[src/rtl/mult_pkg.sv]
// Shared types for the sequential shift-and-add multiplier: FSM state encoding
// and its width.
package mult_pkg;

  localparam int STATE_W = 3;

  typedef enum logic [STATE_W-1:0] {
    IDLE  = 3'd0,
    CHECK = 3'd1,
    ADD   = 3'd2,
    SHIFT = 3'd3,
    FIX   = 3'd4,
    DONE  = 3'd5
  } state_t;

endpackage

[src/rtl/mult_sign_cond.sv]
// Operand conditioner: turns a W-bit operand into its unsigned magnitude plus a
// sign bit; in unsigned mode the operand passes through with sign 0.
module mult_sign_cond #(
  parameter int W = 8
) (
  input  logic [W-1:0] op,
  input  logic         sgn,
  output logic [W-1:0] mag,
  output logic         neg
);

  assign neg = sgn & op[W-1];
  // Negating -2^(W-1) yields 2^(W-1), which is the correct unsigned magnitude.
  assign mag = neg ? ('0 - op) : op;

endmodule

[src/rtl/mult_seq_n.sv]
// W-bit sequential shift-and-add multiplier, unsigned or signed per operation.
// Handshake: init is accepted only in IDLE; busy covers cycles 1..DONE; done pulses once with pp valid.
module mult_seq_n
  import mult_pkg::*;
#(
  parameter int W = 8
) (
  input  logic               clk,
  input  logic               rst,
  input  logic               init,
  input  logic               sgn,
  input  logic [W-1:0]       MR,
  input  logic [W-1:0]       MD,
  output logic               busy,
  output logic               done,
  output logic [2*W-1:0]     pp,
  output logic [STATE_W-1:0] dbg_state
);

  state_t         state, state_nx;
  logic [2*W-1:0] a;
  logic [W-1:0]   b;
  logic           neg;

  logic [W-1:0]   mr_mag, md_mag;
  logic           mr_neg, md_neg;

  mult_sign_cond #(.W(W)) u_cond_mr (.op(MR), .sgn(sgn), .mag(mr_mag), .neg(mr_neg));
  mult_sign_cond #(.W(W)) u_cond_md (.op(MD), .sgn(sgn), .mag(md_mag), .neg(md_neg));

  always_comb begin
    state_nx = state;
    case (state)
      IDLE:    if (init) state_nx = CHECK;
      CHECK: begin
        if (b == '0)    state_nx = FIX;
        else if (b[0])  state_nx = ADD;
        else            state_nx = SHIFT;
      end
      ADD:     state_nx = SHIFT;
      SHIFT:   state_nx = CHECK;
      FIX:     state_nx = DONE;
      DONE:    state_nx = IDLE;
      default: state_nx = IDLE;
    endcase
  end

  always_ff @(posedge clk) begin
    if (rst) begin
      state <= IDLE;
      a     <= '0;
      b     <= '0;
      neg   <= 1'b0;
      pp    <= '0;
    end else begin
      state <= state_nx;
      case (state)
        IDLE: begin
          if (init) begin
            a   <= {{W{1'b0}}, md_mag};
            b   <= mr_mag;
            pp  <= '0;
            // A zero operand forces a +0 result, so the sign flag is dropped.
            neg <= (mr_neg ^ md_neg) & (|MR) & (|MD);
          end
        end
        ADD:   pp <= pp + a;
        SHIFT: begin
          a <= a << 1;
          b <= b >> 1;
        end
        FIX:   if (neg) pp <= '0 - pp;
        default: ;
      endcase
    end
  end

  assign busy      = (state == CHECK) || (state == ADD) || (state == SHIFT) ||
                     (state == FIX)   || (state == DONE);
  assign done      = (state == DONE);
  assign dbg_state = state;

endmodule

[config.mk]
export PLATFORM = sky130hd
export DESIGN_NAME = mult_seq_n
export DESIGN_NICKNAME = d
export VERILOG_FILES = /design/src/rtl/mult_pkg.sv /design/src/rtl/mult_sign_cond.sv /design/src/rtl/mult_seq_n.sv
export SDC_FILE = /design/constraint.sdc
export NUM_CORES = 1
export LEC_CHECK = 0
export ABC_AREA = 1
export BUFFER_PORTS_ARGS = -buffer_cell sky130_fd_sc_hd__buf_2
export CORE_AREA = 2 2 96 98
export DETAILED_ROUTE_END_ITERATION = 8
export DIE_AREA = 0 0 98 100
export PLACE_DENSITY_LB_ADDON = 0.05
export RECOVER_POWER = 100
export SYNTH_ARGS = -nofsm -noshare
export SYNTH_HDL_FRONTEND = slang
export SYNTH_SLANG_ARGS = --single-unit
export TNS_END_PERCENT = 1
[constraint.sdc]
create_clock -name clk -period 2.55 [get_ports clk]
set_input_delay 0.1275 -clock clk [delete_from_list [all_inputs] [get_ports clk]]
set_output_delay 0.1275 -clock clk [all_outputs]
set_load 0.005 [all_outputs]
======== Yosys cells after proc, flatten, opt, wreduce, memory -nomap -nowiden ========
Index checks and enable logic that the tools add are counted.
cells by class
  reduce and logical (&&, ||, !) cells .... 13
  add/sub/neg operators ................... 4
  eq/ne operators ......................... 7
  multiplexer cells ....................... 13
  bitwise logic cells ..................... 5
operators by type and width
  kind                                                                   count
  16-bit 2-to-1 mux                                                      3
  16-bit one-hot mux with 3 select lines                                 1
  16-bit one-hot mux with 2 select lines                                 1
  8-bit 2-to-1 mux                                                       3
  16-bit adder                                                           1
  8-bit one-hot mux with 2 select lines                                  1
  8-bit OR reduction                                                     2
  1-bit by 16-bit subtractor with 16-bit output, first input constant    1
  1-bit by 8-bit subtractor with 8-bit output, first input constant      2
  3-bit one-hot mux with 5 select lines                                  1
  8-bit logical NOT                                                      1
  3-bit by 2-bit equality test with 1-bit output, second input constant  2
  3-bit equality test, second input constant                             2
  3-bit 2-to-1 mux                                                       2
  1-bit AND                                                              4
  1-bit logical OR                                                       4
  2-bit inequality test, second input constant                           2
  2-bit AND reduction                                                    2
  3-bit by 1-bit equality test with 1-bit output, second input constant  1
  3-bit logical NOT                                                      1
  3-bit AND reduction                                                    1
  3-bit nonzero test                                                     1
  2-bit nonzero test                                                     1
  1-bit 2-to-1 mux                                                       1
  1-bit XOR                                                              1
storage, ports and cells
  logic and storage cells ................. 47
  input port bits ......................... 20
  output and inout bits ................... 21
  bits in registers ....................... 44

======== Logic depth before layout (Yosys ltp) ========
Gate-level depths: netlist of the first run.
  word-level depth ........................ 5
  depth in mapped cells ................... 11
  gate-level depth less buffers ........... 11

======== Hierarchy ========
A second synthesis of the first run with hierarchy kept.
second synthesis, totals
  cells, all modules ...................... 606
  area, all modules ....................... 3542.1 um^2
by module, submodules not included
  module          instances  seq. area each (um^2)  cells an instance  area an instance (um^2)
  mult_seq_n      1          880.8                  528                3166.8
  mult_sign_cond  2          0.0                    39                 187.7

======== Worst setup path before layout of the first run ========
OpenSTA, ideal clock, no wires.
  path kind ............................... flip-flop to flip-flop
  start ................................... reg pp[0]
  end ..................................... reg pp[8]
  path buffers ............................ 0
  required time ........................... 2.435 ns
  setup slack ............................. 0.858 ns
  clock period less this slack ............ 1.692 ns
  library setup time ...................... 0.115 ns
  stages on the path, launching flop included .. 12
  arrival time ............................ 1.577 ns
  cells stage by stage .................... dfxtp_1 -> ha_1 -> inv_1 -> fa_1 -> inv_1 -> nand3_1 -> nand3_1 -> a21oi_1 -> nor2_1 -> nor2_1 -> a21oi_1 -> nor2_1
on the way
  longest elaborated chain between the ends .. 3
  elaborated cells between the ends (all ways) .. 4
  classes of those cells .................. add/sub (2); mux (2)
RTL lines
  element                                        line              text
  from (decl)                                    mult_seq_n.sv:16  output logic [2*W-1:0] pp,
  from (signal assigned)                         mult_seq_n.sv:67  ADD: pp <= pp + a;
  from (signal assigned)                         mult_seq_n.sv:72  FIX: if (neg) pp <= '0 - pp;
  1-bit by 16-bit subtractor with 16-bit output  mult_seq_n.sv:72
  16-bit 2-to-1 mux                              mult_seq_n.sv:72
  16-bit one-hot mux with 3 select lines *       mult_seq_n.sv:57  case (state)
Mark *: on every way between the ends. The rest lies on a longest branch, timed or not. The select of a mux whose other input is x is not followed.
A chain may end at the register's enable or synchronous reset.

======== Final worst setup path of the first run ========
  start ................................... reg state[0] (netlist: dbg_state[0])
  end ..................................... reg pp[15]
on the way
  longest elaborated chain between the ends .. 3
  elaborated cells between the ends (all ways) .. 8
  classes of those cells .................. eq/ne (4); mux (1); reduce/logical (3)
RTL lines
  element                                                                       line              text
  from (decl)                                                                   mult_seq_n.sv:20  state_t state, state_nx;
  from (signal assigned)                                                        mult_seq_n.sv:56  state <= state_nx;
  3-bit equality test, or another cell as far along                             mult_seq_n.sv:57
  2-bit inequality test (no line) / 3-bit nonzero test (equally long branches)  -
  3-bit AND reduction (no line)                                                 -
Parallel ways exist; a longest one is shown, timed or not.

==> results of run 1 <==
per-layer routing:
metal / routed length (um) / vias up / share of wire / track usage
met5: 0 / - / 0 / 0
met4: 189 / 0 / 0.019 / 0.0545
met3: 261 / 15 / 0.026 / 0.0251
met2: 5170 / 64 / 0.51 / 0.384
met1: 4480 / 1707 / 0.44 / 0.253
li1: - / 2019 / - / -
registers in the layout (all words and copies together), names as in the netlist:
signal / cells
neg: 1
pp: 16
b: 8
dbg_state: 3
a: 16
worst register-to-register path, cell delays in order (launching register included):
cell	delay, ns
dfxtp_1	0.39
nor2_1	0.20
inv_2	0.05
nor2_1	0.16
inv_1	0.11
o21ai_4	0.30
inv_1	0.41
o21ai_0	0.33
a21oi_2	0.04
worst paths after layout:
path	startpoint	end	slack, ns	depth (start not counted)
worst max-delay path	dbg_state[0]	pp[15]	0.46	8
worst min-delay path	MR[0]	b[0]	0.1	3
worst max register to register	dbg_state[0]	pp[15]	0.46	8
worst min register to register	b[7]	b[7]	0.48	2
stage by stage:
step                      utilization  area, um^2  total power, mW  cells  setup slack (ns)
after CTS                       0.441        3920             3.71    749             0.606
final                           0.437        3880             3.63    749             0.459
after global placement          0.427        3800             3.10    741             0.726
after global routing            0.437        3880             3.98    749             0.212
after floorplan                     -        3510             2.58    599             0.858
after detailed placement        0.427        3800             3.10    741             0.640
cell type report:
type | instances | area, um^2 | area share
clock inverters | 1 | 30.0 | 0.00773
inverters | 94 | 353 | 0.0908
repair buffers | 44 | 206 | 0.0531
well taps | 111 | 139 | 0.0357
clock buffers | 7 | 96.3 | 0.0248
multi-input cells | 448 | 2180 | 0.561
flip-flops and latches | 44 | 881 | 0.227
power groups by stage:
stage	Sequential, mW	Combinational [mW]	Clock, mW
global route	1.08	2.27	0.632
floorplan	1.03	1.55	0
global placement	1.07	2.03	0
detailed placement	1.08	2.03	0
finish	1.05	1.97	0.596
CTS	1.06	2.04	0.612
placed cells by master (no fill, tap or decap):
master,n
a21oi_1,41
a21oi_2,3
a211oi_1,3
clkbuf_1,13
buf_2,30
o21ai_4,1
o21ai_0,28
xnor2_1,1
buf_4,1
nand2_1,178
nand2_2,1
or2_2,1
dfxtp_1,44
a31oi_1,13
o21a_1,1
nand4_1,2
nor3_1,8
nand3b_1,5
o21ai_1,5
inv_2,1
fa_1,1
nand3_1,63
xor2_1,2
o211ai_1,3
ha_1,18
o221ai_1,2
inv_1,93
clkbuf_8,7
nor2_1,67
o22ai_1,1
bufinv_16,1
cells by family (layout without fill, tap and decap cells):
kind of cell / count (synthesis) / count (layout) / synth area share
DFF: 44 / 44 / 0.251
buffers and inverters: 107 / 146 / 0.125
and+or+nand+nor: 325 / 325 / 0.384
xor gates and xnor gates: 3 / 3 / 0.00748
AOI/OAI and AO/OA: 101 / 101 / 0.162
adders and majority gates: 19 / 19 / 0.0698
==> impl_metrics.csv, run 1 <==
group,metric,value,unit
final_layout,area_growth,10.6,%
sta,slew_headroom,0.526,
sta,fin_crit_sh,0.820,
final_layout,fillCellCount,1000,
global_route,grtUsageTotal,0.207,
setup_path,crit_path_max_incr_delay,0.40,ns
cts,cts_made_buffers,5,
logic_synthesis,syn_nets,638,
final_layout,drive_gt1_frac,0.0721,
sta,skew,0.0112,ns
drt,ant_nets,0,
logic_synthesis,async_reset_ff_frac,0,
pwr,intPower,1.85,mW
cts,ctsHoldBuffers,0,
pwr,clock_power_share,0.164,
logic_synthesis,synth_top_area_frac,0.251,
setup_path,criticalPathCategory,"reg -> reg",
pwr,combinationalPowerShare,0.545,
floorplanning,fp-row-count,35,
cts,cts_setup_buffers,0,
sta,period_needed,2.09,ns
setup_path,crit_chain,"nor2_1 > inv_2 > nor2_1 > inv_1 > o21ai_4 > inv_1 > o21ai_0 > a21oi_2",
global_route,grt_max_degree,28,
global_route,antenna_found_initial,0,
pwr,seqPwrFrac,0.291,
logic_synthesis,ys.flop_type,"dfxtp_1",
drt,drc_errors,0,
hold_path,hold_class,"in -> reg",
drt,vias,3805,
cts,clock_latency,0.30,ns
global_route,grt_pass1_wl,16500,um
drt,drt-wirelength-per-cell,13.5,um
cts,clk_path_buf_depth,2,
placement,portBuffers,40,
drt,firstDrtPassIters,4,
cts,clock-root-buffer,"clkbuf_8",
pwr,p_per_area,933,nW/um^2
setup_path,cp.buffers_inverters,3,
sta,tightest_slew,0.711,ns
floorplanning,io_pins,41,
logic_synthesis,synth.top_cells.by_count,"nand2_1 (177), inv_1 (91), nor2_1 (65)",
logic_synthesis,synth_most_common_cell,"nand2_1",
logic_synthesis,syn_avg_cell_area,5.86,um^2
sta,fmax,478,MHz
sta,hold_viol_final,0,
cts,cts_resized,0,
sta,finalSetupTns,0,ns
drt,routed_wl,10100,um
floorplanning,die_w,98,um
logic_synthesis,synth_area_leaders,"dfxtp_1 (25%), nand2_1 (19%), inv_1 (9.7%)",
sta,rsz0062_at_grt,"no",
logic_synthesis,yosysSeqAreaShare,0.251,
final_layout,nets,676,
floorplanning,die_h,100,um
setup_path,cp_top_family,"compound AO/OA/AOI/OAI gates",
sta,slew_violations,0,
logic_synthesis,syn_area,3510,um^2
logic_synthesis,synth.largest_area_cell,"dfxtp_1",
sta,setup_viol,0,
cts,clk_pin_slew_worst_paths,0.09,ns
cts,htree_levels,2,
cts,cts_sinks,44,
pwr,ir_drop,0.000488,V
setup_path,critPathMaxFanout,22,
placement,place_congestion,0.849,
drt,first_iter_violations,209,
pwr,power.switching,1.78,mW
drt,via_per_inst,5.08,
logic_synthesis,synth_cells,599,
sta,hold_ws,0.0992,ns
logic_synthesis,yosysUniqueCellTypes,34,
final_layout,antenna_cells,0,
global_route,overflow,0,
job,maxCapViolations,0,
floorplanning,start_util,0.395,
logic_synthesis,ys_ff_latch,44,
floorplanning,core_area,8890,um^2
pwr,p_leak,1.93,nW
run_status,outcome,"completed",
floorplanning,die-area,9800,um^2
setup_path,crit_required,2.74,ns
placement,dp_hpwl,7980,um
setup_path,worstPathArrival,2.28,ns
logic_synthesis,yosysWarnings,0,
setup_path,cpMaxStageDelayCell,"inv_1",
global_route,grt_pass1_vias,3489,
logic_synthesis,synth_enable_flop_cells,0,
setup_path,start_kind,"flop",
cts,cts_tree,"built",
setup_path,setup.worst_path.end_class,"flop",
pwr,swShare,0.490,
No activity file was read; power rests on OpenSTA's default activity.
==> inputs of run 2 (changes only) <==
==> constraint.sdc (replaced) <==
create_clock -name clk -period 1.73 [get_ports clk]
set_input_delay 0.0865 -clock clk [delete_from_list [all_inputs] [get_ports clk]]
set_output_delay 0.0865 -clock clk [all_outputs]
set_load 0.005 [all_outputs]
==> run 2 against run 1 <==
Flip-flop and latch count unchanged. Clock power increased by 16%. Final cell count increased by 3.5%. Register-to-register slack got worse by 0.40 ns. Wire length decreased by 0.35%. Combinational power increased by 78%. Total power increased by 57%. Non-clock buffer count increased by 26.
==> impl_metrics.csv, run 2 (synthesis results as in run 1) <==
group,metric,value,unit
global_route,grt_pass1_wl,16800,um
sta,setup_viol,0,
cts,htree_levels,2,
pwr,power.switching,2.76,mW
placement,portBuffers,40,
cts,cts_made_buffers,5,
drt,routed_wl,10100,um
placement,place_congestion,0.872,
final_layout,final_area,4220,um^2
floorplanning,die_w,98,um
setup_path,critPathMaxFanout,3,
drt,ant_nets,0,
drt,drc_errors,0,
setup_path,worstPathArrival,1.86,ns
final_layout,drive_gt1_frac,0.169,
floorplanning,core_area,8890,um^2
placement,placed_cells,767,
pwr,power.total,5.70,mW
floorplanning,die_h,100,um
final_layout,antenna_cells,0,
setup_path,start_kind,"flop",
cts,ctsHoldBuffers,0,
pwr,ir_drop,0.000708,V
drt,first_iter_violations,130,
hold_path,hold_class,"in -> reg",
setup_path,crit_required,1.92,ns
floorplanning,io_pins,41,
sta,fin_crit_sh,0.966,
sta,fmax,598,MHz
job,maxCapViolations,0,
drt,via_per_inst,5.01,
setup_path,criticalPathCategory,"reg -> reg",
pwr,intPower,2.93,mW
hold_path,min_from,"MD[0]",
final_layout,fillCellCount,1018,
floorplanning,die-area,9800,um^2
placement,dp_hpwl,8150,um
final_layout,area_growth,20.0,%
cts,clk_pin_slew_worst_paths,0.09,ns
cts,cts_sinks,44,
final_layout,nets,702,
global_route,grt_busiest_layer,"met2",
global_route,grtUsageMet3,0.0258,
sta,finalSetupTns,0,ns
sta,slew_violations,0,
cts,clock-root-buffer,"clkbuf_8",
global_route,grt_pass1_vias,3723,
setup_path,startpoint,"a[0]",
pwr,combinationalPowerShare,0.614,
final_layout,final_cell_mix,"nand2_1 (174), inv_1 (89), nor2_1 (63), nand3_1 (59), dfxtp_1 (42)",
pwr,swShare,0.485,
setup_path,r2r_cells,11,
setup_path,setup.worst_path.end_class,"flop",
pwr,p_per_area,1350,nW/um^2
sta,tightest_slew,0.583,ns
final_layout,final_util,0.474,
hold_path,holdPathStages,3,
drt,vias,3882,
floorplanning,start_util,0.395,
cts,clock_latency,0.29,ns
final_layout,final_common_cell,"nand2_1",
sta,slew_headroom,0.611,
cts,cts_tree,"built",
global_route,global_route.usage.met2,0.404,
placement,dpl-instance-area,3990,um^2
floorplanning,fp-row-count,35,
global_route,grtUsageTotal,0.209,
final_layout,stdcell_count,775,
sta,skew,0.00653,ns
global_route,gr-usage-met1,0.238,
pwr,p_leak,2.08,nW
sta,rsz0062_at_grt,"yes",
global_route,overflow,0,
pwr,clock_power_share,0.122,
drt,drt-wirelength-per-cell,13.0,um
sta,hold_viol_final,0,
global_route,grt_max_degree,27,
setup_path,r2r_start,"a[0]",
run_status,outcome,"completed",
pwr,seqPwrFrac,0.265,
sta,period_needed,1.67,ns
drt,firstDrtPassIters,4,
cts,clk_path_buf_depth,2,
final_layout,top_regs,"a: 16 flops, pp: 16 flops, b: 8 flops",
global_route,antenna_found_initial,0,
run 2: cell types whose count changed in the layout (fill, tap and decap cells not counted), sizes merged:
cell,before,now
inv,94,93
buf,31,68
bufinv,1,0
clkinvlp,0,3
clkbuf,20,8
run 2: worst paths after layout:
check / to / slack (ns)
worst min register to register: b[7] / 0.48
worst min-delay path: a[0] / 0.06
worst max register to register: pp[8] / 0.06
worst max-delay path: pp[8] / 0.06
run 2: final cells by class:
type / count / area [um^2] / area share
Multi-Input combinational cell: 448 / 2310 / 0.549
Clock buffer: 6 / 82.6 / 0.0196
Sequential cell: 44 / 883 / 0.210
Clock inverter: 2 / 15.0 / 0.00356
Inverter: 94 / 359 / 0.0852
Tap cell: 111 / 139 / 0.0329
Timing Repair Buffer: 70 / 423 / 0.100
run 2: per-layer routing:
metal | routed length (um) | up-vias
met3 | 231 | 14
met4 | 242 | 0
met5 | 0 | -
met2 | 5140 | 55
li1 | - | 2052
met1 | 4440 | 1761
run 2: repair_timing:
item                                   4_1_cts  5_1_grt
setup endpoints to repair                    3       23
resized for setup                            3       23
pin swaps                                    0        1
setup buffers                                0        0
endpoints found under the hold margin        0        0
run 2: stage by stage:
| step | setup WS, ns | hold WS (ns) |
|---|---|---|
| 6_report | 0.0582 | 0.0619 |
| 5_1_grt | -0.0824 | 0.0784 |
| 4_1_cts | 0.0435 | 0.0568 |
| 3_5_place_dp | -0.0376 | 0.384 |
| 3_3_place_gp | 0.0133 | 0.389 |
| 2_1_floorplan | 0.0384 | 0.234 |
run 2: power by group through the flow:
stage / Sequential, mW / Clock, mW / Combinational (mW)
6_report: 1.51 / 0.693 / 3.50
5_1_grt: 1.54 / 0.759 / 3.97
4_1_cts: 1.48 / 0.717 / 3.41
3_5_place_dp: 1.51 / 0 / 3.38
3_3_place_gp: 1.50 / 0 / 3.36
2_1_floorplan: 1.52 / 0 / 2.29
run 2: worst max-delay path, stage by stage, from the launching register on:
cell and delay (ns):
dfxtp_2 0.34, ha_2 0.17, inv_1 0.05, fa_2 0.35, inv_2 0.08, nand3_1 0.08
nand3_2 0.10, a21oi_1 0.09, nor2_1 0.10, nor2_1 0.05, a21oi_1 0.12, nor2_1 0.05
